==> config.mk <==
export PLATFORM = sky130hd
export DESIGN_NAME = round_seq_ctrl
export DESIGN_NICKNAME = d
export VERILOG_FILES = /design/src/rtl/npu_round_pkg.sv /design/src/rtl/round_out_fifo.sv /design/src/rtl/round_seq_ctrl.sv
export SDC_FILE = /design/constraint.sdc
export NUM_CORES = 2
export LEC_CHECK = 0
export ABC_AREA = 1
export BUFFER_PORTS_ARGS = -buffer_cell sky130_fd_sc_hd__buf_2
export CAP_MARGIN = 5
export CELL_PAD_IN_SITES_DETAIL_PLACEMENT = 0
export CELL_PAD_IN_SITES_GLOBAL_PLACEMENT = 1
export CORE_AREA = 4 4 637 639
export DETAILED_ROUTE_END_ITERATION = 16
export DIE_AREA = 0 0 641 643
export GPL_TIMING_DRIVEN = 0
export PLACE_DENSITY_LB_ADDON = 0.05
export SKIP_CTS_REPAIR_TIMING = 1
export SLEW_MARGIN = 40
export SYNTH_ARGS = -nofsm -noshare
export SYNTH_HDL_FRONTEND = slang
export SYNTH_SLANG_ARGS = --single-unit
==> constraint.sdc <==
create_clock -name i_clk -period 9.73 [get_ports i_clk]
set_input_delay 0.973 -clock i_clk [delete_from_list [all_inputs] [get_ports i_clk]]
set_output_delay 0.973 -clock i_clk [all_outputs]
set_load 0.05 [all_outputs]
==> src/rtl/npu_round_pkg.sv <==
// Shared definitions for the rounding-array sequencer slice:
// FSM state encoding, array geometry, round-mode codes and shift helper.
package npu_round_pkg;

  typedef enum logic [1:0] {
    ST_IDLE  = 2'd0,
    ST_RUN   = 2'd1,
    ST_DRAIN = 2'd2,
    ST_DONE  = 2'd3
  } state_t;

  localparam int LANES = 32;
  localparam int IN_W  = 16;
  localparam int OUT_W = 8;

  localparam logic [1:0] RND_TRUNC   = 2'd0;
  localparam logic [1:0] RND_NEAREST = 2'd1;

  // Raw rounding shift iq + wq - oq as a 6-bit two's complement value.
  function automatic logic [5:0] calc_shift(input logic [3:0] iq,
                                            input logic [3:0] wq,
                                            input logic [3:0] oq);
    return {2'b00, iq} + {2'b00, wq} - {2'b00, oq};
  endfunction

endpackage

==> src/rtl/round_out_fifo.sv <==
// First-word-fall-through FIFO buffering rounded beats from the array.
// Head data reads as zero while empty so no stale entry is ever visible.
module round_out_fifo #(
  parameter int DEPTH = 4,
  parameter int WIDTH = 256
) (
  input  logic                     i_clk,
  input  logic                     i_rst_n,
  input  logic                     i_push,
  input  logic [WIDTH-1:0]         i_din,
  input  logic                     i_pop,
  output logic [WIDTH-1:0]         o_dout,
  output logic                     o_empty,
  output logic [$clog2(DEPTH):0]   o_cnt
);

  localparam int AW = $clog2(DEPTH);

  logic [WIDTH-1:0] mem [DEPTH];
  logic [AW-1:0]    wr_ptr;
  logic [AW-1:0]    rd_ptr;
  logic             pop_ok;

  assign pop_ok  = i_pop && !o_empty;
  assign o_empty = (o_cnt == '0);
  assign o_dout  = o_empty ? '0 : mem[rd_ptr];

  // Storage array, written at the tail on every push.
  always_ff @(posedge i_clk) begin
    if (i_push) mem[wr_ptr] <= i_din;
  end

  // Pointers and occupancy; push and pop together leave the count unchanged.
  always_ff @(posedge i_clk or negedge i_rst_n) begin
    if (!i_rst_n) begin
      wr_ptr <= '0;
      rd_ptr <= '0;
      o_cnt  <= '0;
    end else begin
      if (i_push) wr_ptr <= wr_ptr + 1'b1;
      if (pop_ok) rd_ptr <= rd_ptr + 1'b1;
      case ({i_push, pop_ok})
        2'b10:   o_cnt <= o_cnt + 1'b1;
        2'b01:   o_cnt <= o_cnt - 1'b1;
        default: o_cnt <= o_cnt;
      endcase
    end
  end

endmodule

==> src/rtl/round_seq_ctrl.sv <==
// Sequencer for the 32-lane 16b-to-8b rounding array.
// Latches a layer configuration, streams bias beats into the fixed-latency
// array under a credit limit, and buffers array results in an output FIFO.
// Optional macro ROUND_SEQ_SHIFT_CHK_EN: range-check and clamp the shift,
// flagging out-of-range configurations on o_cfg_err.
module round_seq_ctrl
  import npu_round_pkg::*;
#(
  parameter int ARR_LAT    = 2,
  parameter int FIFO_DEPTH = 4,
  parameter int CNT_W      = 16
) (
  input  logic                   i_clk,
  input  logic                   i_rst_n,
  input  logic                   i_cfg_vld,
  output logic                   o_cfg_rdy,
  input  logic [3:0]             i_cfg_iq,
  input  logic [3:0]             i_cfg_wq,
  input  logic [3:0]             i_cfg_oq,
  input  logic [1:0]             i_cfg_mode,
  input  logic                   i_cfg_shift_en,
  input  logic [LANES-1:0]       i_cfg_bypass,
  input  logic [CNT_W-1:0]       i_cfg_beats,
  input  logic                   i_dat_vld,
  output logic                   o_dat_rdy,
  input  logic [LANES*IN_W-1:0]  i_dat,
  output logic [LANES*IN_W-1:0]  o_arr_dat,
  output logic [4:0]             o_arr_shift_num,
  output logic                   o_arr_shift_en,
  output logic [1:0]             o_arr_mode,
  output logic [LANES-1:0]       o_arr_bypass,
  input  logic [LANES*OUT_W-1:0] i_arr_dat,
  output logic                   o_out_vld,
  input  logic                   i_out_rdy,
  output logic [LANES*OUT_W-1:0] o_out_dat,
  output logic                   o_busy,
  output logic                   o_done,
  output logic                   o_cfg_err
);

  localparam int CW = $clog2(FIFO_DEPTH) + 1;
  localparam logic [CW:0] DEPTH_C = (CW+1)'(FIFO_DEPTH);

  state_t                  state, state_nxt;
  logic                    rdy_en;
  logic                    cfg_acc;
  logic                    issue;
  logic                    credit_ok;
  logic [CNT_W-1:0]        rem;
  logic [ARR_LAT-1:0]      vld_sr;
  logic [CW-1:0]           inflight;
  logic [CW-1:0]           fifo_cnt;
  logic [CW:0]             credit_sum;
  logic                    fifo_empty;
  logic [LANES*IN_W-1:0]   arr_dat_q;
  logic [5:0]              shift_raw;
  logic [4:0]              shift_num_c;

  // rdy_en keeps o_cfg_rdy low during reset and for the release cycle.
  assign o_cfg_rdy = rdy_en && (state == ST_IDLE);
  assign cfg_acc   = o_cfg_rdy && i_cfg_vld;
  assign o_busy    = (state != ST_IDLE);
  assign o_done    = (state == ST_DONE);

  // Credits use only registered occupancy, so i_out_rdy never reaches o_dat_rdy.
  assign credit_sum = {1'b0, inflight} + {1'b0, fifo_cnt};
  assign credit_ok  = (credit_sum < DEPTH_C);
  assign o_dat_rdy  = (state == ST_RUN) && credit_ok;
  assign issue      = i_dat_vld && o_dat_rdy;
  assign o_arr_dat  = issue ? i_dat : arr_dat_q;
  assign o_out_vld  = !fifo_empty;

  // Beats currently travelling through the array.
  always_comb begin
    inflight = '0;
    for (int unsigned i = 0; i < ARR_LAT; i++) inflight += CW'(vld_sr[i]);
  end

  // Shift decode from the incoming configuration.
  always_comb begin
    shift_raw = calc_shift(i_cfg_iq, i_cfg_wq, i_cfg_oq);
`ifdef ROUND_SEQ_SHIFT_CHK_EN
    if (shift_raw[5])            shift_num_c = 5'd0;
    else if (shift_raw > 6'd15)  shift_num_c = 5'd15;
    else                         shift_num_c = shift_raw[4:0];
`else
    shift_num_c = shift_raw[4:0];
`endif
  end

`ifdef ROUND_SEQ_SHIFT_CHK_EN
  // Sticky range error, reloaded on each configuration accept.
  always_ff @(posedge i_clk or negedge i_rst_n) begin
    if (!i_rst_n)     o_cfg_err <= 1'b0;
    else if (cfg_acc) o_cfg_err <= shift_raw[5] || (shift_raw > 6'd15);
  end
`else
  assign o_cfg_err = 1'b0;
`endif

  // State register plus reset-release gate for o_cfg_rdy.
  always_ff @(posedge i_clk or negedge i_rst_n) begin
    if (!i_rst_n) begin
      state  <= ST_IDLE;
      rdy_en <= 1'b0;
    end else begin
      state  <= state_nxt;
      rdy_en <= 1'b1;
    end
  end

  // Next-state logic for the layer sequence.
  always_comb begin
    state_nxt = state;
    case (state)
      ST_IDLE:  if (cfg_acc) state_nxt = (i_cfg_beats == '0) ? ST_DONE : ST_RUN;
      ST_RUN:   if (issue && (rem == CNT_W'(1))) state_nxt = ST_DRAIN;
      ST_DRAIN: if ((inflight == '0) && fifo_empty) state_nxt = ST_DONE;
      ST_DONE:  state_nxt = ST_IDLE;
      default:  state_nxt = ST_IDLE;
    endcase
  end

  // Array controls held stable for the whole layer, loaded on accept.
  always_ff @(posedge i_clk or negedge i_rst_n) begin
    if (!i_rst_n) begin
      o_arr_shift_num <= '0;
      o_arr_shift_en  <= 1'b0;
      o_arr_mode      <= '0;
      o_arr_bypass    <= '0;
    end else if (cfg_acc) begin
      o_arr_shift_num <= shift_num_c;
      o_arr_shift_en  <= i_cfg_shift_en;
      o_arr_mode      <= i_cfg_mode;
      o_arr_bypass    <= i_cfg_bypass;
    end
  end

  // Remaining beats, in-flight valid pipeline and last issued beat.
  always_ff @(posedge i_clk or negedge i_rst_n) begin
    if (!i_rst_n) begin
      rem       <= '0;
      vld_sr    <= '0;
      arr_dat_q <= '0;
    end else begin
      if (cfg_acc)    rem <= i_cfg_beats;
      else if (issue) rem <= rem - 1'b1;
      vld_sr[0] <= issue;
      for (int unsigned i = 1; i < ARR_LAT; i++) vld_sr[i] <= vld_sr[i-1];
      if (issue) arr_dat_q <= i_dat;
    end
  end

  round_out_fifo #(
    .DEPTH (FIFO_DEPTH),
    .WIDTH (LANES*OUT_W)
  ) u_fifo (
    .i_clk   (i_clk),
    .i_rst_n (i_rst_n),
    .i_push  (vld_sr[ARR_LAT-1]),
    .i_din   (i_arr_dat),
    .i_pop   (i_out_rdy),
    .o_dout  (o_out_dat),
    .o_empty (fifo_empty),
    .o_cnt   (fifo_cnt)
  );

endmodule

Word level (Yosys, flattened, before mapping). Memories as Yosys holds them, arrays and structs flattened. Index checks and enable logic that the tools add are counted.

Flip-flop bits (word level): 580. Memory bits (writable): 1024. Input bits: 836. Output and inout port bits: 814. Logic and storage cells: 60. Memories kept: 1.

Add/sub/neg operators: 9. Magnitude comparators: 1. Eq/ne operators: 9. Multiplexer cells: 12. Reductions and logical operators: 16.

Memory list: u_fifo.mem (words 4, width 256, read ports 1, clocked after memory_dff 0, wr ports 1, line round_out_fifo.sv:19) `logic [WIDTH-1:0] mem [DEPTH];`.

Operators with widths (number): $mux W512 (1); $mux W256 (1); $mux W16 (2); $eq A16 B1 Y1 const B (1); $logic_not A16 Y1 (1); $sub A16 B1 Y16 const B (1); $mux W2 (4); $pmux W2 S4 (1); $logic_and A1 B1 Y1 (7); $eq A2 B2 Y1 const B (3); $logic_not A3 Y1 (2); $pmux W3 S2 (1); $reduce_bool A2 Y1 (3); $add A4 B4 Y5 (1); $sub A5 B4 Y5 (1); $add A2 B1 Y2 const B (2); $add A3 B3 Y4 (1); $eq A2 B1 Y1 const B (2); $lt A4 B3 Y1 const B (1); $ne A2 B2 Y1 const B (2); $add A3 B1 Y3 const B (1); $reduce_and A3 Y1 (1); $sub A3 B1 Y3 const B (1); $add A1 B1 Y2 (1); other kinds (4) (5).

Logic depth before layout (Yosys ltp).
Depth after elaboration: 8. Gate-level depth with buffers: 11. Mapped depth without buffers: 11.

Cells and area by module. A second synthesis with hierarchy kept.

Cell total of the unflattened synthesis: 6680. Area, all modules: 66343.6 µm².

By module, submodules not included: round_out_fifo (instances 1, cells an instance 4093, area each 43764.5 µm², seq. area each 30924.7 µm²); round_seq_ctrl (instances 1, cells an instance 2587, area each 22579.2 µm², seq. area each 14338.8 µm²).

Worst setup path before layout. OpenSTA, ideal clock, no wires.

Path type: register to register. From: register u_fifo.wr_ptr[0]. To: memory u_fifo.mem[2][0] (enable). Setup time: 0.608 ns. Data arrival time: 5.623 ns. Required time: 9.122 ns. Path slack: 3.499 ns. Stages on the path, launching flop included: 5. Buffers on the path: 0. Period minus slack after synthesis: 6.231 ns. Cell sequence: dfrtp_1 -> inv_1 -> ha_1 -> nand2_1 -> inv_1.

RTL lines: start, declared (line round_out_fifo.sv:20) `logic [AW-1:0] wr_ptr;`; start signal, assigned (line round_out_fifo.sv:40) `if (i_push) wr_ptr <= wr_ptr + 1'b1;`; end, declared (line round_out_fifo.sv:19).

No word-level cell before the write port.

Worst setup path after layout.
From: register vld_sr[1]. To: output port o_arr_dat[68].

Word-level cells in the longest chain between the ends: 6.

Ends and longest elaborated chain: start, declared (line round_seq_ctrl.sv:50) `logic [ARR_LAT-1:0] vld_sr;`; start signal, assigned (line round_seq_ctrl.sv:143) `vld_sr <= '0;`; $add A1 B1 Y2 (line round_seq_ctrl.sv:76) `for (int unsigned i = 0; i < ARR_LAT; i++) inflight += CW'(vld_sr[i]);`; $add A3 B3 Y4 (line round_seq_ctrl.sv:66) `assign credit_sum = {1'b0, inflight} + {1'b0, fifo_cnt};`; $lt A4 B3 Y1 (line round_seq_ctrl.sv:67) `assign credit_ok = (credit_sum < DEPTH_C);`; $logic_and A1 B1 Y1 (line round_seq_ctrl.sv:68) `assign o_dat_rdy = (state == ST_RUN) && credit_ok;`; $logic_and A1 B1 Y1 (line round_seq_ctrl.sv:69) `assign issue = i_dat_vld && o_dat_rdy;`; $mux W512; end, declared (line round_seq_ctrl.sv:27) `output logic [LANES*IN_W-1:0] o_arr_dat,`.

No other way between the ends.

==> summary.md <==
| Metric | Value |
|---|---|
| Worst Hold Depth | `1` |
| Synth-to-layout area growth | `36.5%` |
| Hold Violations, Final | `0` |
| Sequential element share of the synthesized area | `72.8%` |
| Layout cells sized above 1 | `28.9%` |
| Synth area leader | `edfxtp_1` |
| Die ar. | `412000 um2` |
| Placed insts | `12600` |
| First-pass GRT wire length | `485000 um` |
| Total GRT Usage | `17.4%` |
| H-tree depth | `4` |
| Initial antenna violation count | `298` |
| Skew-Pair Late Insertion Delay | `0.94 ns` |
| Pin count of the biggest net entering global routing | `78` |
| Final worst setup slack | `4.66 ns` |
| Accumulated negative setup slack | `0 ns` |
| Compound-cell area share of the yosys netlist | `6.41%` |
| Post-Synth Simple-Gate Area | `17.1%` |
| Switch Pwr | `19.9 mW` |
| Filler cells | `43600` |
| Fin cells | `13100` |
| CP startpoint kind | `flip-flop` |
| Clk pin slew, worst setup/hold paths | `0.06 ns` |
| Layout Nets | `8407` |
| Post-Synth XOR/XNOR Area | `0.197%` |
| Peak supply drop | `208 uV` |
| Max Cap Viol | `0` |
| Switching share of power | `54.4%` |
| Die Height | `643 um` |
| Mapped Area | `62200 um2` |
| Worst Path Arrival | `4.09 ns` |
| Final setup skew | `0.0820 ns` |
| Cell area after layout | `84900 um2` |
| Crit path max fanout | `10` |
| Largest family of logic cells by synthesized area | `simple AND/OR/NAND/NOR gates` |
| Internal power | `16.7 mW` |
| Top cells by count, synth | `nand2_1 (1734), nor2_1 (1059), edfxtp_1 (1024)` |
| Initial Util | `15.6%` |
| CP Capture Point | `o_arr_dat[68]` |
| Slew margin rel. | `47.9%` |
| Routed wire length per instance | `28.5 um` |
| Clk network pwr share | `21.4%` |
| Number of global-route vias before repair | `49400` |
| Synth area leaders | `edfxtp_1 (49%), dfrtp_1 (23%), nand2_1 (10%)` |
| Most common cell in the synthesized netlist | `nand2_1` |
| Hold Crit Class | `in2reg` |
| Mapped Nets | `6505` |
| CTS root buf | `clkbuf_16` |
| Clk buf depth | `4` |
| Die W | `641 um` |
| FMAX | `197 MHz` |
| Cell variety after synth | `28` |
| Sequential power share | `24.8%` |
| Final ANT Viol Nets | `0` |
| Power per cell area | `430 nW/um2` |
| DRC Markers | `0` |
| Crit path required time | `8.76 ns` |
| # rows | `232` |
| DP HPWL | `289000 um` |
| Global route overflow | `0` |
| Worst hold slack | `0.251 ns` |
| Max-slew violations | `0` |
| Comb power frac | `53.8%` |
| Synthesized area per cell | `11.0 um2` |
| Routed vias/inst | `3.75` |
| Core outline area | `399000 um2` |
| Critical Path Sink Type | `output pin` |
| RePlAce Congestion | `0.807` |
| Final wirelength | `372000 um` |
| Flops & latches, synth | `1604` |
| Boundary Pins | `1650` |
| Crit path from | `vld_sr[1]$_DFF_PN0_` |
| Async SR Flop Fraction | `36.2%` |
| Port bufs | `1648` |
| Final setup fails | `0` |
| CP Class | `reg2out` |
| CTS tree | `built` |
| Pre-CTS setup slack | `5.25 ns` |
| Yosys warns | `0` |
| Final min period | `5.07 ns` |
| Status | `finished clean` |
| Total CTS buffers | `220` |
| Mux contribution to synthesized area | `0%` |
| Worst r2r src | `vld_sr[1]$_DFF_PN0_` |
| Yosys top cell area share | `49.4%` |
| Detailed Route Iter0 Violations | `2944` |
| Adder-cell share of the synthesized area | `0.563%` |
| Reg2reg setup slack | `6.72 ns` |
| Post-synth EDFFs | `1024` |
| Via Count | `48900` |
| RSZ-0062 raised after global routing | `no` |
| Most common flop cell mapped by yosys | `edfxtp_1` |
| Mapped Cells | `5644` |
| R2R Path End | `arr_dat_q[68]$_DFF_PN0_` |
| P_leak | `36.5 nW` |
| DR pass1 iterations | `5` |
| R2R cell count | `10` |
| Clock sinks | `1604` |
| Slew @ Worst Pin | `0.781 ns` |
| Final period util | `52.1%` |
| Post-DP Area | `77900 um2` |
-- cells in the final DEF (no fill, tap or decap), types with 5 or more instances in the layout --
master and n:
buf_6 7, clkbuf_16 221, fa_1 5, clkbuf_1 146
nor2_1 1059, o211ai_1 5, clkinv_2 34, buf_4 12
buf_2 1863, buf_16 31, clkbuf_8 24, o21ai_0 528
diode_2 74, dfrtp_1 580, xor2_1 10, nand3_1 18
clkinv_1 38, ha_1 20, inv_1 51, a21oi_1 259
bufinv_16 7, nand2_1 1734, edfxtp_1 1024
-- layer usage --
layer / global-route usage, % / share of wire, % / wire, um / up-vias
li1: - / - / - / 22800
met1: 17.5 / 34 / 128000 / 23700
met2: 33.1 / 53 / 198000 / 1594
met3: 5.46 / 7.5 / 27800 / 780
met4: 6.42 / 4.5 / 16700 / 142
met5: 0 / 0.24 / 896 / -
-- worst max-delay path: stages, from the launching register on --
cell and delay [ns]:
dfrtp_1 0.36, clkbuf_1 0.29, inv_1 0.12, ha_1 0.30, nand3_2 0.11, nand4_4 0.13, inv_2 0.48, buf_4 0.35
buf_2 0.32, nand2_1 0.09, nand2_1 0.29, buf_2 0.34
-- power groups by stage --
stage / combinational (mW) / clock [mW] / sequential [mW]
3_3_place_gp: 20.3 / 0 / 9.40
2_1_floorplan: 11.9 / 0 / 9.50
4_1_cts: 20.5 / 8.22 / 9.05
6_report: 19.6 / 7.83 / 9.04
3_5_place_dp: 20.4 / 0 / 9.17
5_1_grt: 20.8 / 8.45 / 9.17
-- layout make-up --
type / count / area (um2) / area share, %
multi-input cells: 3657 / 15100 / 17.8
inverters: 59 / 253 / 0.298
flip-flops and latches: 1604 / 45300 / 53.3
clock buffers: 307 / 6090 / 7.18
well taps: 5265 / 6590 / 7.76
clock inverters: 91 / 697 / 0.821
diodes: 74 / 185 / 0.218
plain buffers: 324 / 1590 / 1.87
repair buffers: 1680 / 9130 / 10.7
-- cell families (layout without fill, tap and decap cells) --
logic type               Yosys count  count (layout)
flip-flops                      1604            1604
AND/OR/NAND/NOR                 2822            2822
adder cells (fa/ha/maj)           25              25
buffers and inverters            383            2461
AO/OA/AOI/OAI                    794             794
other                              2              76
XOR/XNOR                          14              14
-- worst min path at each step --
stage                                         to  slack (ns)                start
floorplan                    vld_sr[1]$_DFF_PN0_        0.38  vld_sr[0]$_DFF_PN0_
global placement             vld_sr[1]$_DFF_PN0_        0.41  vld_sr[0]$_DFF_PN0_
detailed placement           vld_sr[1]$_DFF_PN0_        0.41  vld_sr[0]$_DFF_PN0_
CTS                     arr_dat_q[150]$_DFF_PN0_       -0.11              i_rst_n
global route        u_fifo.mem[1][160]$_DFFE_PP_        0.17       i_arr_dat[160]
finish              u_fifo.mem[0][160]$_DFFE_PP_        0.25       i_arr_dat[160]
-- registers in the layout, summed over array words and instances (netlist names), 2 cells and up --
name             cells
arr_dat_q          512
o_arr_bypass        32
u_fifo.mem        1024
o_arr_mode           2
u_fifo.rd_ptr        2
state                2
vld_sr               2
u_fifo.o_cnt         3
rem                 16
u_fifo.wr_ptr        2
o_arr_shift_num      5
-- per-stage QoR --
| stage | total power [mW] | util [%] |
|---|---|---|
| global route | 38.5 | 21.2 |
| finish | 36.5 | 21.3 |
| detailed placement | 29.6 | 19.5 |
| global placement | 29.7 | 19.3 |
| floorplan | 21.4 | - |
| CTS | 37.7 | 21.2 |
Power figures use the tool's default switching activity.
